**src/rtl/layer_macc_sequencer_if.sv**
```systemverilog
// Control bundle between the layer sequencer and its surroundings:
// start/result handshake toward the emulator, ROM and MACC strobes toward the datapath.
interface layer_macc_sequencer_if #(
    parameter int IN_W = 2,
    parameter int LY_W = 1
);
    logic            START;
    logic            OUT_READY;
    logic            ROM_RESET;
    logic            MACC_EN;
    logic            ACC_EN;
    logic [IN_W-1:0] IN_SEL;
    logic [LY_W-1:0] LAYER_IDX;
    logic            OUT_VALID;
    logic            BUSY;
    logic            DONE;

    modport master (
        input  START, OUT_READY,
        output ROM_RESET, MACC_EN, ACC_EN, IN_SEL,
        output LAYER_IDX, OUT_VALID, BUSY, DONE
    );

    modport slave (
        output START, OUT_READY,
        input  ROM_RESET, MACC_EN, ACC_EN, IN_SEL,
        input  LAYER_IDX, OUT_VALID, BUSY, DONE
    );
endinterface

```
**src/rtl/layer_macc_sequencer.sv**
```systemverilog
// Sequences one neuron-layer evaluation per layer over the weight ROM and
// the floating-point MACC, then hands each layer result off via valid/ready.
module layer_macc_sequencer #(
    parameter int N_INPUTS     = 4,
    parameter int MACC_LATENCY = 3,
    parameter int NUM_LAYERS   = 2
) (
    input  logic                   CLK,
    input  logic                   RESET,
    layer_macc_sequencer_if.master bus
);
    localparam int IN_W = (N_INPUTS > 1) ? $clog2(N_INPUTS) : 1;
    localparam int LY_W = (NUM_LAYERS > 1) ? $clog2(NUM_LAYERS) : 1;
    localparam int DR_W = (MACC_LATENCY > 1) ? $clog2(MACC_LATENCY) : 1;

    localparam logic [IN_W-1:0] TERM_LAST  = IN_W'(N_INPUTS - 1);
    localparam logic [LY_W-1:0] LAYER_LAST = LY_W'(NUM_LAYERS - 1);
    localparam logic [DR_W-1:0] DRAIN_INIT =
        DR_W'((MACC_LATENCY > 0) ? MACC_LATENCY - 1 : 0);

    typedef enum logic [2:0] {
        IDLE, PRIME, STREAM, DRAIN, OUTPUT
    } state_t;

    state_t          state, state_n;
    logic [IN_W-1:0] term, term_n;
    logic [LY_W-1:0] layer, layer_n;
    logic [DR_W-1:0] drain, drain_n;
    logic            done_q, done_n;

    always_ff @(posedge CLK) begin
        if (RESET) begin
            state  <= IDLE;
            term   <= '0;
            layer  <= '0;
            drain  <= '0;
            done_q <= 1'b0;
        end else begin
            state  <= state_n;
            term   <= term_n;
            layer  <= layer_n;
            drain  <= drain_n;
            done_q <= done_n;
        end
    end

    always_comb begin
        state_n = state;
        term_n  = term;
        layer_n = layer;
        drain_n = drain;
        done_n  = 1'b0;
        unique case (state)
            IDLE: begin
                if (bus.START) begin
                    state_n = PRIME;
                    layer_n = '0;
                end
            end
            PRIME: begin
                state_n = STREAM;
                term_n  = '0;
            end
            STREAM: begin
                if (term == TERM_LAST) begin
                    // a zero-latency MACC has nothing to wait out
                    if (MACC_LATENCY > 0) begin
                        state_n = DRAIN;
                        drain_n = DRAIN_INIT;
                    end else begin
                        state_n = OUTPUT;
                    end
                end else begin
                    term_n = term + 1'b1;
                end
            end
            DRAIN: begin
                if (drain == '0) state_n = OUTPUT;
                else             drain_n = drain - 1'b1;
            end
            OUTPUT: begin
                if (bus.OUT_READY) begin
                    if (layer == LAYER_LAST) begin
                        state_n = IDLE;
                        done_n  = 1'b1;
                        layer_n = '0;
                        term_n  = '0;
                    end else begin
                        state_n = PRIME;
                        layer_n = layer + 1'b1;
                    end
                end
            end
            default: state_n = IDLE;
        endcase
    end

    assign bus.ROM_RESET = (state == PRIME);
    assign bus.MACC_EN   = (state == STREAM);
    assign bus.ACC_EN    = (state == STREAM) && (term != '0);
    assign bus.IN_SEL    = (state == STREAM) ? term : '0;
    assign bus.LAYER_IDX = (state != IDLE) ? layer : '0;
    assign bus.OUT_VALID = (state == OUTPUT);
    assign bus.BUSY      = (state != IDLE);
    assign bus.DONE      = done_q;
endmodule

```
**src/flat_wrapper.sv**
```systemverilog
// flat-port wrapper written by rule: the top's interface ports become plain ports
module layer_macc_sequencer_flat 
#(
    parameter int N_INPUTS     = 4,
    parameter int MACC_LATENCY = 3,
    parameter int NUM_LAYERS   = 2
)
  (CLK, RESET, bus_START, bus_OUT_READY, bus_ROM_RESET, bus_MACC_EN, bus_ACC_EN, bus_IN_SEL, bus_LAYER_IDX, bus_OUT_VALID, bus_BUSY, bus_DONE);
  layer_macc_sequencer_if #(.IN_W(2), .LY_W(1)) bus_i ();
  input  logic CLK;
  input  logic RESET;
  input wire logic [$bits(bus_i.START)-1:0] bus_START;
  input wire logic [$bits(bus_i.OUT_READY)-1:0] bus_OUT_READY;
  output wire logic [$bits(bus_i.ROM_RESET)-1:0] bus_ROM_RESET;
  output wire logic [$bits(bus_i.MACC_EN)-1:0] bus_MACC_EN;
  output wire logic [$bits(bus_i.ACC_EN)-1:0] bus_ACC_EN;
  output wire logic [$bits(bus_i.IN_SEL)-1:0] bus_IN_SEL;
  output wire logic [$bits(bus_i.LAYER_IDX)-1:0] bus_LAYER_IDX;
  output wire logic [$bits(bus_i.OUT_VALID)-1:0] bus_OUT_VALID;
  output wire logic [$bits(bus_i.BUSY)-1:0] bus_BUSY;
  output wire logic [$bits(bus_i.DONE)-1:0] bus_DONE;
  assign bus_i.START = bus_START;
  assign bus_i.OUT_READY = bus_OUT_READY;
  assign bus_ROM_RESET = bus_i.ROM_RESET;
  assign bus_MACC_EN = bus_i.MACC_EN;
  assign bus_ACC_EN = bus_i.ACC_EN;
  assign bus_IN_SEL = bus_i.IN_SEL;
  assign bus_LAYER_IDX = bus_i.LAYER_IDX;
  assign bus_OUT_VALID = bus_i.OUT_VALID;
  assign bus_BUSY = bus_i.BUSY;
  assign bus_DONE = bus_i.DONE;
  layer_macc_sequencer #(.N_INPUTS(N_INPUTS), .MACC_LATENCY(MACC_LATENCY), .NUM_LAYERS(NUM_LAYERS)) u_core (.CLK(CLK), .RESET(RESET), .bus(bus_i));
endmodule
```
**config.mk**
```make
export PLATFORM = sky130hd
export DESIGN_NAME = layer_macc_sequencer_flat
export DESIGN_NICKNAME = d
export VERILOG_FILES = /design/src/rtl/layer_macc_sequencer_if.sv /design/src/rtl/layer_macc_sequencer.sv /design/src/flat_wrapper.sv
export SDC_FILE = /design/constraint.sdc
export NUM_CORES = 1
export LEC_CHECK = 0
export ABC_AREA = 0
export BUFFER_PORTS_ARGS = -buffer_cell sky130_fd_sc_hd__buf_2
export CORE_AREA = 2 2 39 41
export CTS_BUF_LIST = sky130_fd_sc_hd__clkbuf_4 sky130_fd_sc_hd__clkbuf_8 sky130_fd_sc_hd__clkbuf_16
export DETAILED_ROUTE_END_ITERATION = 7
export DIE_AREA = 0 0 41 43
export PLACE_DENSITY = 0.69
export REMOVE_ABC_BUFFERS = 1
export SLEW_MARGIN = 25
export SYNTH_ARGS = -nofsm -noshare
export SYNTH_HDL_FRONTEND = slang
export SYNTH_SLANG_ARGS = --single-unit
```
**constraint.sdc**
```tcl
create_clock -name CLK -period 1.4 [get_ports CLK]
set_clock_uncertainty 0.1 [all_clocks]
set_input_delay 0.07 -clock CLK [delete_from_list [all_inputs] [get_ports CLK]]
set_output_delay 0.07 -clock CLK [all_outputs]
set_load 0.03 [all_outputs]
```
==> summary.txt, run 1 <==
Final layout
  – Area of the multi-input gates: between 400 and 500 sq um
  – Share of layout cells above drive strength 1: 61.5%
  – Nets: 99
  – Antenna cells: 0
  – Fill cells: 121
  – Area growth syn-to-layout: 52.3%
  – Seq. cell area: 196 sq um

Critical path
  – Max FO, Critical Path: 6
  – WP buf/inv: 1
  – Largest stage delay on the critical path: 0.38 ns
  – Cell Chain, Critical Path: or3_4 -> and2_4 -> buf_6
  – Crit-path leading delay family: simple AND/OR/NAND/NOR gates
  – Setup crit start kind: register
  – Crit path DAT: ~1.3 ns
  – CP endpoint kind: primary output
  – Worst EP required: about 1.2 ns
  – Crit Path Class: reg -> out
  – Slowest CP cell: or3_4

Route
  – DR WL/cell: 11.8 microns
  – DRT antenna net count: 0
  – DR DRC count: 0
  – Via count: 556
  – Initial DRC count: 7
  – WL final: 1260 microns
  – DR pass1 iterations: 4
  – Via density: 5.20

CTS
  – Buffer levels on the longest clock path: 2
  – TritonCTS clock tree: done
  – Clk_lat worst skew: 0.26 ns
  – Sink Count: 9
  – Total CTS buffers: 3
  – Clock transition at path regs: about 0.06 ns
  – CTS root buf: clkbuf_4
  – CTS H-Tree Depth: 1

GRT
  – GRT Overall Usage: between 10% and 20%
  – Pin count of the biggest net entering global routing: 12
  – Total congestion overflow: 0
  – Vias in the first global route: 519
  – First-pass GRT wire length: ~2000 microns
  – Antenna violations before repair: 0

Yosys
  – Syn. warnings: 0
  – Top cells by count, synth: dfxtp_1, nor2_1, inv_1, mux2i_1, nor3_1
  – Syn_area_per_cell: 8.87 sq um
  – Most common cell in the netlist: dfxtp_1
  – Unique masters post-synth: 29
  – Post-synthesis register bit count: 9
  – Synthesized area: 577 sq um
  – Top-area cell type share of the netlist area: 31.2%
  – EDFF count, synth: 0
  – Prevailing post-synth register cell: dfxtp_1
  – Post-Syn Instances: 65
  – Synth async-reset ratio: 0%
  – Top cells by area, synth: dfxtp_1, mux2i_1, ha_1
  – Sequential element share of the synthesized area: ~31%
  – Synth area leader: dfxtp_1

Placement
  – Dpl ws: -0.0516 ns
  – # port buffers: 12
  – Placer Congestion: 0.791
  – Post-DP HPWL: 820 microns

Die
  – FP Rows: 14
  – Starting Density: about two fifths
  – Die span in x: between 40 and 50 microns
  – DIE AREA: between 0.0015 and 0.002 sq mm
  – Placeable Area: 0.00138 sq mm
  – # IOs: 13
  – DIE HEIGHT: 43 microns

Timing
  – Max Freq: 683 MHz
  – RSZ-0062 raised after global routing: yes
  – Final WS setup: -0.0648 ns
  – Setup violators final: 3
  – Max-slew violation count: 0
  – Final period utilization: 105%
  – Hold Vio Cnt, Final: 0
  – Post-route minimum period: ~1.5 ns
  – Worst Tran Pin Value: 0.255 ns
  – Setup tns final: -0.111 ns
  – Relative slew slack: 83.0%

Power
  – VDD IR max: 0.496 mV
  – Leakage: ~0.35 nW
  – Power Dens Cells: 769 mW/mm^2

Status
  – Violated checks: negative setup slack
  – Status: finished, violations left

Run
  – Max Cap Viol: 0

Hold path
  – Min-Delay Path Class: in -> reg
==> metal layers <==
| metal | wire (microns) | part of all wire, % | GRT usage [%] |
|---|---|---|---|
| met1 | 515 | 41 | 18.0 |
| met2 | 680 | 54 | 28.4 |
| met3 | 46 | 3.7 | 5.24 |
| met4 | 17 | 1.4 | 12.0 |
| met5 | 0 | 0 | 0 |
==> where the power goes <==
| part | total [mW] | switching, mW | internal (mW) |
|---|---|---|---|
| sequential | 0.281 | 0.0177 | 0.263 |
| clock | 0.219 | 0.0899 | 0.129 |
| combinational | 0.175 | 0.0871 | 0.0883 |
| total | 0.675 | 0.195 | 0.481 |
==> sequential cells by signal, summed over array words and instances, names as in the netlist <==
signal,flops
u_core.layer,1
u_core.drain,2
u_core.state,3
u_core.bus.DONE,1
u_core.term,2
==> what timing repair did <==
action / CTS / global route
setup endpoints to repair: 10 / 11
pin swaps: 1 / 3
cloned: 0 / 0
setup buffers: 4 / 1
gates resized for setup: 19 / 19
endpoints found under the hold margin: 6 / 0
hold buffers: 1 / 0
==> final cells by class <==
| type | instances | area share, % |
|---|---|---|
| Multi-Input combinational cell | 47 | 46.9 |
| Timing Repair Buffer | 27 | 23.4 |
| Sequential cell | 9 | 22.4 |
| Clock buffer | 4 | 3.42 |
| Tap cell | 16 | 2.28 |
| Inverter | 4 | 1.71 |
==> cell usage in the layout, fill, tap and decap left out, types with 2 or more instances in the layout <==
master,synthesis,final
dfxtp_4,0,3
nor2_1,7,5
buf_4,0,16
buf_2,1,6
dfxtp_2,0,4
nor3b_2,2,2
dfxtp_1,9,2
a21oi_1,2,2
o21ai_1,2,2
ha_2,0,3
buf_6,2,4
nand2_1,3,3
nand3b_1,2,2
nor3_2,0,3
and2_4,0,2
clkbuf_4,0,4
mux2i_1,4,4
nand2b_4,0,2
inv_1,4,4
==> logic make-up (layout without fill, tap and decap cells) <==
logic type,Yosys count,after routing,synth area share [%]
buffers and inverters,9,35,8.68
AND/OR/NAND/NOR,30,30,34.3
adder cells (fa/ha/maj),3,3,6.51
flip-flops,9,9,31.2
multiplexers,4,4,6.94
AO/OA/AOI/OAI,10,10,12.4
==> worst min-delay path, cell delays in order <==
cell and delay (ns):
buf_2 0.11, nand3b_1 0.11, a21oi_1 0.06
==> stage by stage <==
| stage | cells | hold WS [ns] | utilization [%] | cell area, sq um | power [mW] |
|---|---|---|---|---|---|
| after global routing | 107 | 0.0408 | 63.5 | 878 | 0.723 |
| after floorplan | 60 | 0.0391 | - | 542 | 0.372 |
| after global placement | 97 | 0.267 | 49.8 | 689 | 0.418 |
| final | 107 | 0.0378 | 63.5 | 878 | 0.675 |
| after CTS | 106 | 0.0308 | 57.6 | 797 | 0.650 |
| after detailed placement | 97 | 0.267 | 49.8 | 689 | 0.420 |
==> worst paths after layout <==
kind                          end  slack (ns)  depth (start not counted)            start
setup / recovery    bus_LAYER_IDX       -0.06                          3  u_core.state[0]
hold reg to reg   u_core.drain[1]        0.40                          2  u_core.drain[1]
hold / removal    u_core.state[2]        0.04                          3    bus_OUT_READY
setup reg to reg   u_core.term[1]        0.03                          5  u_core.state[0]
(Power assumes the default switching activity.)
==> run 2, diff against run 1 <==
--- a/config.mk
+++ b/config.mk
@@ -11,6 +11,7 @@
 export CTS_BUF_LIST = sky130_fd_sc_hd__clkbuf_4 sky130_fd_sc_hd__clkbuf_8 sky130_fd_sc_hd__clkbuf_16
 export DETAILED_ROUTE_END_ITERATION = 7
 export DIE_AREA = 0 0 41 43
+export HOLD_SLACK_MARGIN = 0.05
 export PLACE_DENSITY = 0.69
 export REMOVE_ABC_BUFFERS = 1
 export SLEW_MARGIN = 25
==> run 2 against run 1 <==
Against the previous run: the flow still finishes with violations (negative setup slack); register-to-register slack about the same; critical endpoint unchanged; first-iteration DRC count unchanged; non-clock buffer count increased by 1; count of clock-buffer cells in the layout unchanged; total power increased by 0.32%; combinational power about the same; global-route usage increased by 0.20 points.
==> summary.txt, run 2 (synthesis results as in run 1) <==
Timing
  – Final WS setup: -0.0648 ns
  – Post-route minimum period: roughly 1.5 ns
  – Hold Vio Cnt, Final: 0
  – Max Freq: 683 MHz
  – Worst Tran Pin Value: between 0.2 and 0.3 ns
  – Final period utilization: 105%
  – Relative slew slack: 83.0%
  – Max-slew violation count: 0
  – Setup violators final: 3
  – RSZ-0062 raised after global routing: yes

CTS
  – CTS root buf: clkbuf_4
  – Clock transition at path regs: about 0.060 ns
  – Clk_lat worst skew: 0.26 ns
  – TritonCTS clock tree: done
  – Sink Count: 9
  – Total CTS buffers: 3
  – Buffer levels on the longest clock path: 2
  – CTS H-Tree Depth: 1

Critical path
  – Critical Path Start: u_core.state[0]
  – CP Capture Point: bus_LAYER_IDX
  – Critical path depth: 3
  – Crit-path leading delay family: simple AND/OR/NAND/NOR gates
  – Crit Path Class: reg -> out
  – Largest stage delay on the critical path: 0.38 ns
  – Reg2reg path depth: 5
  – Setup crit start kind: register
  – WP buf/inv: 1
  – Cell Chain, Critical Path: or3_4 -> and2_4 -> buf_6
  – RR Startpoint: u_core.state[0]
  – Slowest CP cell: or3_4
  – CP endpoint kind: primary output
  – Crit path DAT: 1.29 ns
  – R2R Setup Slk: 0.03 ns
  – Worst EP required: around 1.2 ns
  – FF-to-FF End: u_core.term[1]
  – Max FO, Critical Path: 6

Power
  – Power Dens Cells: 763 mW/mm^2
  – VDD IR max: a little under 0.5 mV
  – Leakage: 0.358 nW

GRT
  – Total congestion overflow: 0
  – Pin count of the biggest net entering global routing: 12
  – Vias in the first global route: ~530
  – Antenna violations before repair: 0
  – Global routing's busiest layer: met2
  – Met2 Use GR: 29.1%
  – Met3 usage: 5.24%
  – Met1 Usage GRT: 18.0%
  – First-pass GRT wire length: 2060 microns
  – GRT Overall Usage: between 10% and 20%

Status
  – Violated checks: negative setup slack
  – Status: finished, violations left

Placement
  – Dpl cells: between 90 and 100
  – Post-DP HPWL: just over 800 microns
  – # port buffers: 12
  – Placer Congestion: 0.791

Hold path
  – Hold Path Depth: 4
  – Min-Delay Path Class: in -> reg
  – Min-delay src: bus_START

Die
  – Starting Density: 41.7%
  – DIE HEIGHT: 43 microns
  – # IOs: 13
  – Placeable Area: 0.00138 sq mm
  – FP Rows: 14
  – Die span in x: 41 microns
  – DIE AREA: between 0.0015 and 0.002 sq mm

Final layout
  – Share of layout cells above drive strength 1: slightly above 60%
  – Layout Cells excl Fill: 108
  – Number of flip-flops under the largest register name: 3
  – Layout Utilization: between 60 and 70%
  – Nets: 100
  – Commonest non-fill, non-tap cell in the layout: buf_4
  – Fill cells: 120
  – Antenna cells: 0
  – Largest register by flop count: u_core.state
  – Most frequent cells in the layout: buf_4, buf_2, nor2_1
  – Top flop regs: u_core.state: 3 flops, u_core.drain: 2 flops, u_core.term: 2 flops
  – Area growth syn-to-layout: 54.0%

Route
  – WL final: 1270 microns
  – Via density: 5.19
  – Initial DRC count: 7
  – DR DRC count: 0
  – Via count: 560
  – DRT antenna net count: 0
  – DR pass1 iterations: 4
  – DR WL/cell: 11.8 microns

Run
  – Max Cap Viol: 0
## run 2: timing repair
| item | in CTS | in global routing |
|---|---|---|
| endpoints found under the setup margin | 10 | 11 |
| pin swaps | 1 | 3 |
| hold endpoints to repair | 9 | 0 |
| setup buffers | 4 | 1 |
| hold buffers | 2 | 0 |
| resized for setup | 19 | 19 |
## run 2: layout make-up
cell class | count | area [sq um] | share of cell area [%]
Timing Repair Buffer | 28 | 215 | 24.2
Tap cell | 16 | 20.0 | 2.25
Multi-Input combinational cell | 47 | 412 | 46.3
Clock buffer | 4 | 30.0 | 3.38
Sequential cell | 9 | 196 | 22.1
Inverter | 4 | 15.0 | 1.69
## run 2: power breakdown
part	switching [mW]	total, mW	leakage (nW)	internal, mW
registers	0.0177	0.281	0.0771	0.263
clock network	0.0899	0.219	0.0184	0.129
logic	0.0874	0.177	0.262	0.0901
## run 2: worst reg2reg max path, stage by stage, from the launching register on
cell and delay (ns):
dfxtp_4 0.36, buf_4 0.14, nor4b_4 0.28, a311oi_2 0.09
nand3b_1 0.18, a21oi_1 0.14
## run 2: layer usage
metal	share of wire (%)	routed length (microns)	vias up
li1	-	-	281
met2	54	689	8
met3	3.5	45	2
met5	0	0	-
met4	1.3	17	0
met1	41	517	269
## run 2: worst min-delay path by stage
stage               slack (ns)               to
floorplan                 0.04  u_core.state[2]
global placement          0.27     u_core.layer
detailed placement        0.27  u_core.drain[1]
CTS                       0.15     u_core.layer
global route              0.17     u_core.layer
finish                    0.15     u_core.layer
## run 2: through the flow
stage                     setup slack (ns)  setup TNS, ns  hold slack (ns)  area (sq um)  power [mW]
after floorplan                     -0.352          -1.01           0.0391           542       0.372
after global placement             -0.0295        -0.0295            0.267           689       0.418
after detailed placement           -0.0516        -0.0516            0.267           689       0.420
after CTS                          -0.0881         -0.273            0.151           807       0.652
after global routing                -0.111         -0.447            0.166           888       0.725
final                              -0.0648         -0.111            0.153           888       0.677
==> run 3, diff against run 2 <==
--- a/config.mk
+++ b/config.mk
@@ -6,7 +6,7 @@
 export NUM_CORES = 1
 export LEC_CHECK = 0
 export ABC_AREA = 0
-export BUFFER_PORTS_ARGS = -buffer_cell sky130_fd_sc_hd__buf_2
+export BUFFER_PORTS_ARGS = -buffer_cell sky130_fd_sc_hd__clkbuf_2
 export CORE_AREA = 2 2 39 41
 export CTS_BUF_LIST = sky130_fd_sc_hd__clkbuf_4 sky130_fd_sc_hd__clkbuf_8 sky130_fd_sc_hd__clkbuf_16
 export DETAILED_ROUTE_END_ITERATION = 7
@@ -18,3 +18,4 @@
 export SYNTH_ARGS = -nofsm -noshare
 export SYNTH_HDL_FRONTEND = slang
 export SYNTH_SLANG_ARGS = --single-unit
+export TNS_END_PERCENT = 30
==> run 3 against run 2 <==
Against the previous run: the run still ends with negative setup slack left; die area stayed put; critical path depth stayed put; first-iteration DRC count is 57% lower; combinational power is 7% lower; routed wire length stayed put; clock power hardly changed; worst setup slack worse by 0.0078 ns; highest routed layer unchanged; largest cell class unchanged; largest power group unchanged; critical endpoint unchanged; cell area is 4.1% lower.
==> summary.txt, run 3 (synthesis results as in run 1) <==
Route
  – Initial DRC count: 3
  – Via density: 4.98
  – DR pass1 iterations: 2
  – Via count: 528
  – WL final: roughly 1300 microns
  – DRT antenna net count: 0
  – DR WL/cell: between 10 and 15 microns
  – DR DRC count: 0

GRT
  – Pin count of the biggest net entering global routing: 12
  – Antenna violations before repair: 0
  – Total congestion overflow: 0
  – GRT Overall Usage: 17.5%
  – Vias in the first global route: 508
  – First-pass GRT wire length: 2040 microns

Critical path
  – Crit Path Class: reg -> out
  – Slowest CP cell: or3_4
  – CP Capture Point: bus_LAYER_IDX
  – RR Startpoint: u_core.state[2]
  – Reg2reg path depth: 5
  – Cell Chain, Critical Path: or3_4 -> and2_4 -> buf_8
  – FF-to-FF End: u_core.term[1]
  – Crit path DAT: 1.30 ns
  – Largest stage delay on the critical path: between 0.3 and 0.4 ns
  – Critical Path Start: u_core.state[0]
  – Worst EP required: between 1 and 1.5 ns
  – CP endpoint kind: primary output
  – R2R Setup Slk: 0.01 ns
  – Setup crit start kind: register
  – Max FO, Critical Path: 8

Power
  – VDD IR max: 0.625 mV
  – Power Dens Cells: 777 mW/mm^2
  – Leakage: roughly 0.34 nW

Die
  – Starting Density: 41.7%
  – FP Rows: 14
  – # IOs: 13
  – Die span in x: 41 microns
  – DIE AREA: 0.00176 sq mm
  – DIE HEIGHT: 43 microns
  – Placeable Area: 0.00138 sq mm

CTS
  – Sink Count: 9
  – Clock transition at path regs: about 0.06 ns
  – Clk_lat worst skew: 0.26 ns
  – CTS H-Tree Depth: 1
  – Total CTS buffers: 3
  – CTS root buf: clkbuf_4
  – Buffer levels on the longest clock path: 2
  – TritonCTS clock tree: done

Timing
  – Worst Tran Pin Value: between 0.2 and 0.3 ns
  – Relative slew slack: 80.6%
  – Final WS setup: -0.0727 ns
  – Worst Hold Margin: 0.181 ns
  – Final period utilization: 105%
  – Post-route minimum period: 1.47 ns
  – Hold Vio Cnt, Final: 0
  – Setup violators final: 1
  – RSZ-0062 raised after global routing: yes
  – Max Freq: 679 MHz
  – Max-slew violation count: 0
  – Setup tns final: -0.0727 ns

Final layout
  – Top flop regs: u_core.state: 3 flops, u_core.drain: 2 flops, u_core.term: 2 flops
  – Commonest non-fill, non-tap cell in the layout: buf_4
  – Final Instance Area: 852 sq um
  – Most frequent cells in the layout: buf_4, nor2_1, clkbuf_4, clkbuf_2, mux2i_1
  – Antenna cells: 0
  – Area growth syn-to-layout: 47.7%
  – Largest register by flop count: u_core.state
  – Number of flip-flops under the largest register name: 3
  – Nets: 98
  – Layout Cells excl Fill: around 110
  – Share of layout cells above drive strength 1: 57.8%

Run
  – Max Cap Viol: 0

Placement
  – Placer Congestion: 0.849
  – Placed Instance Area: 682 sq um
  – Post-DP HPWL: 853 microns
  – # port buffers: 12
  – Dpl cells: 96

Status
  – Violated checks: negative setup slack
  – Status: finished, violations left

Hold path
  – Min-Delay Path Class: in -> reg
## run 3: changes by cell type in the layout (fill, tap and decap cells not counted), moves of 2 or more
cell / previous run / this run
clkbuf_2: 0 / 5
buf_6: 4 / 1
buf_2: 6 / 2
nor3_2: 3 / 1
nor3_1: 1 / 3
buf_4: 16 / 14
## run 3: worst max-delay path, delay by kind of cell (launching register included)
kind                   cells  cell delay, ns
and+or+nand+nor            2            0.56
DFF                        1            0.36
buffers and inverters      1            0.13
## run 3: cell type report
class,count,area [sq um]
Fill cell,134,532
Multi-Input combinational cell,47,398
Sequential cell,9,195
Timing Repair Buffer,26,194
Clock buffer,4,30.0
Tap cell,16,20.0
Inverter,4,15.0
## run 3: per-layer routing
layer	share of wire [%]	track usage [%]	vias up
li1	-	-	275
met1	43	19.9	239
met2	51	27.8	10
met3	2.4	1.57	4
met4	3.2	14.0	0
met5	0	0	-
## run 3: how the worst min path moves through the flow
stage | startpoint | end | slack [ns] | cells after the start
floorplan | RESET | u_core.state[2] | 0.04 | 1
global placement | RESET | u_core.state[2] | 0.28 | 2
detailed placement | RESET | u_core.term[1] | 0.29 | 2
CTS | bus_START | u_core.layer | 0.18 | 4
global route | bus_START | u_core.layer | 0.18 | 4
finish | bus_START | u_core.layer | 0.18 | 4
## run 3: report_power, final
| group | switching (mW) | internal, mW |
|---|---|---|
| Combinational | 0.0847 | 0.0799 |
| Clock | 0.0875 | 0.129 |
| Sequential | 0.0171 | 0.263 |
| Total | 0.189 | 0.472 |
## run 3: what timing repair did
action | CTS | global route
setup endpoints to repair | 12 | 12
hold endpoints to repair | 9 | 0
pin swaps | 1 | 7
setup buffers | 4 | 0
hold buffers | 2 | 0
gates resized for setup | 17 | 19
## run 3: per-stage QoR
step	utilization [%]	power [mW]	worst slack [ns]
floorplan	-	0.372	-0.352
global placement	49.3	0.416	-0.0155
detailed placement	49.3	0.419	-0.0397
CTS	58.2	0.657	-0.0956
global route	61.6	0.699	-0.110
finish	61.6	0.662	-0.0727
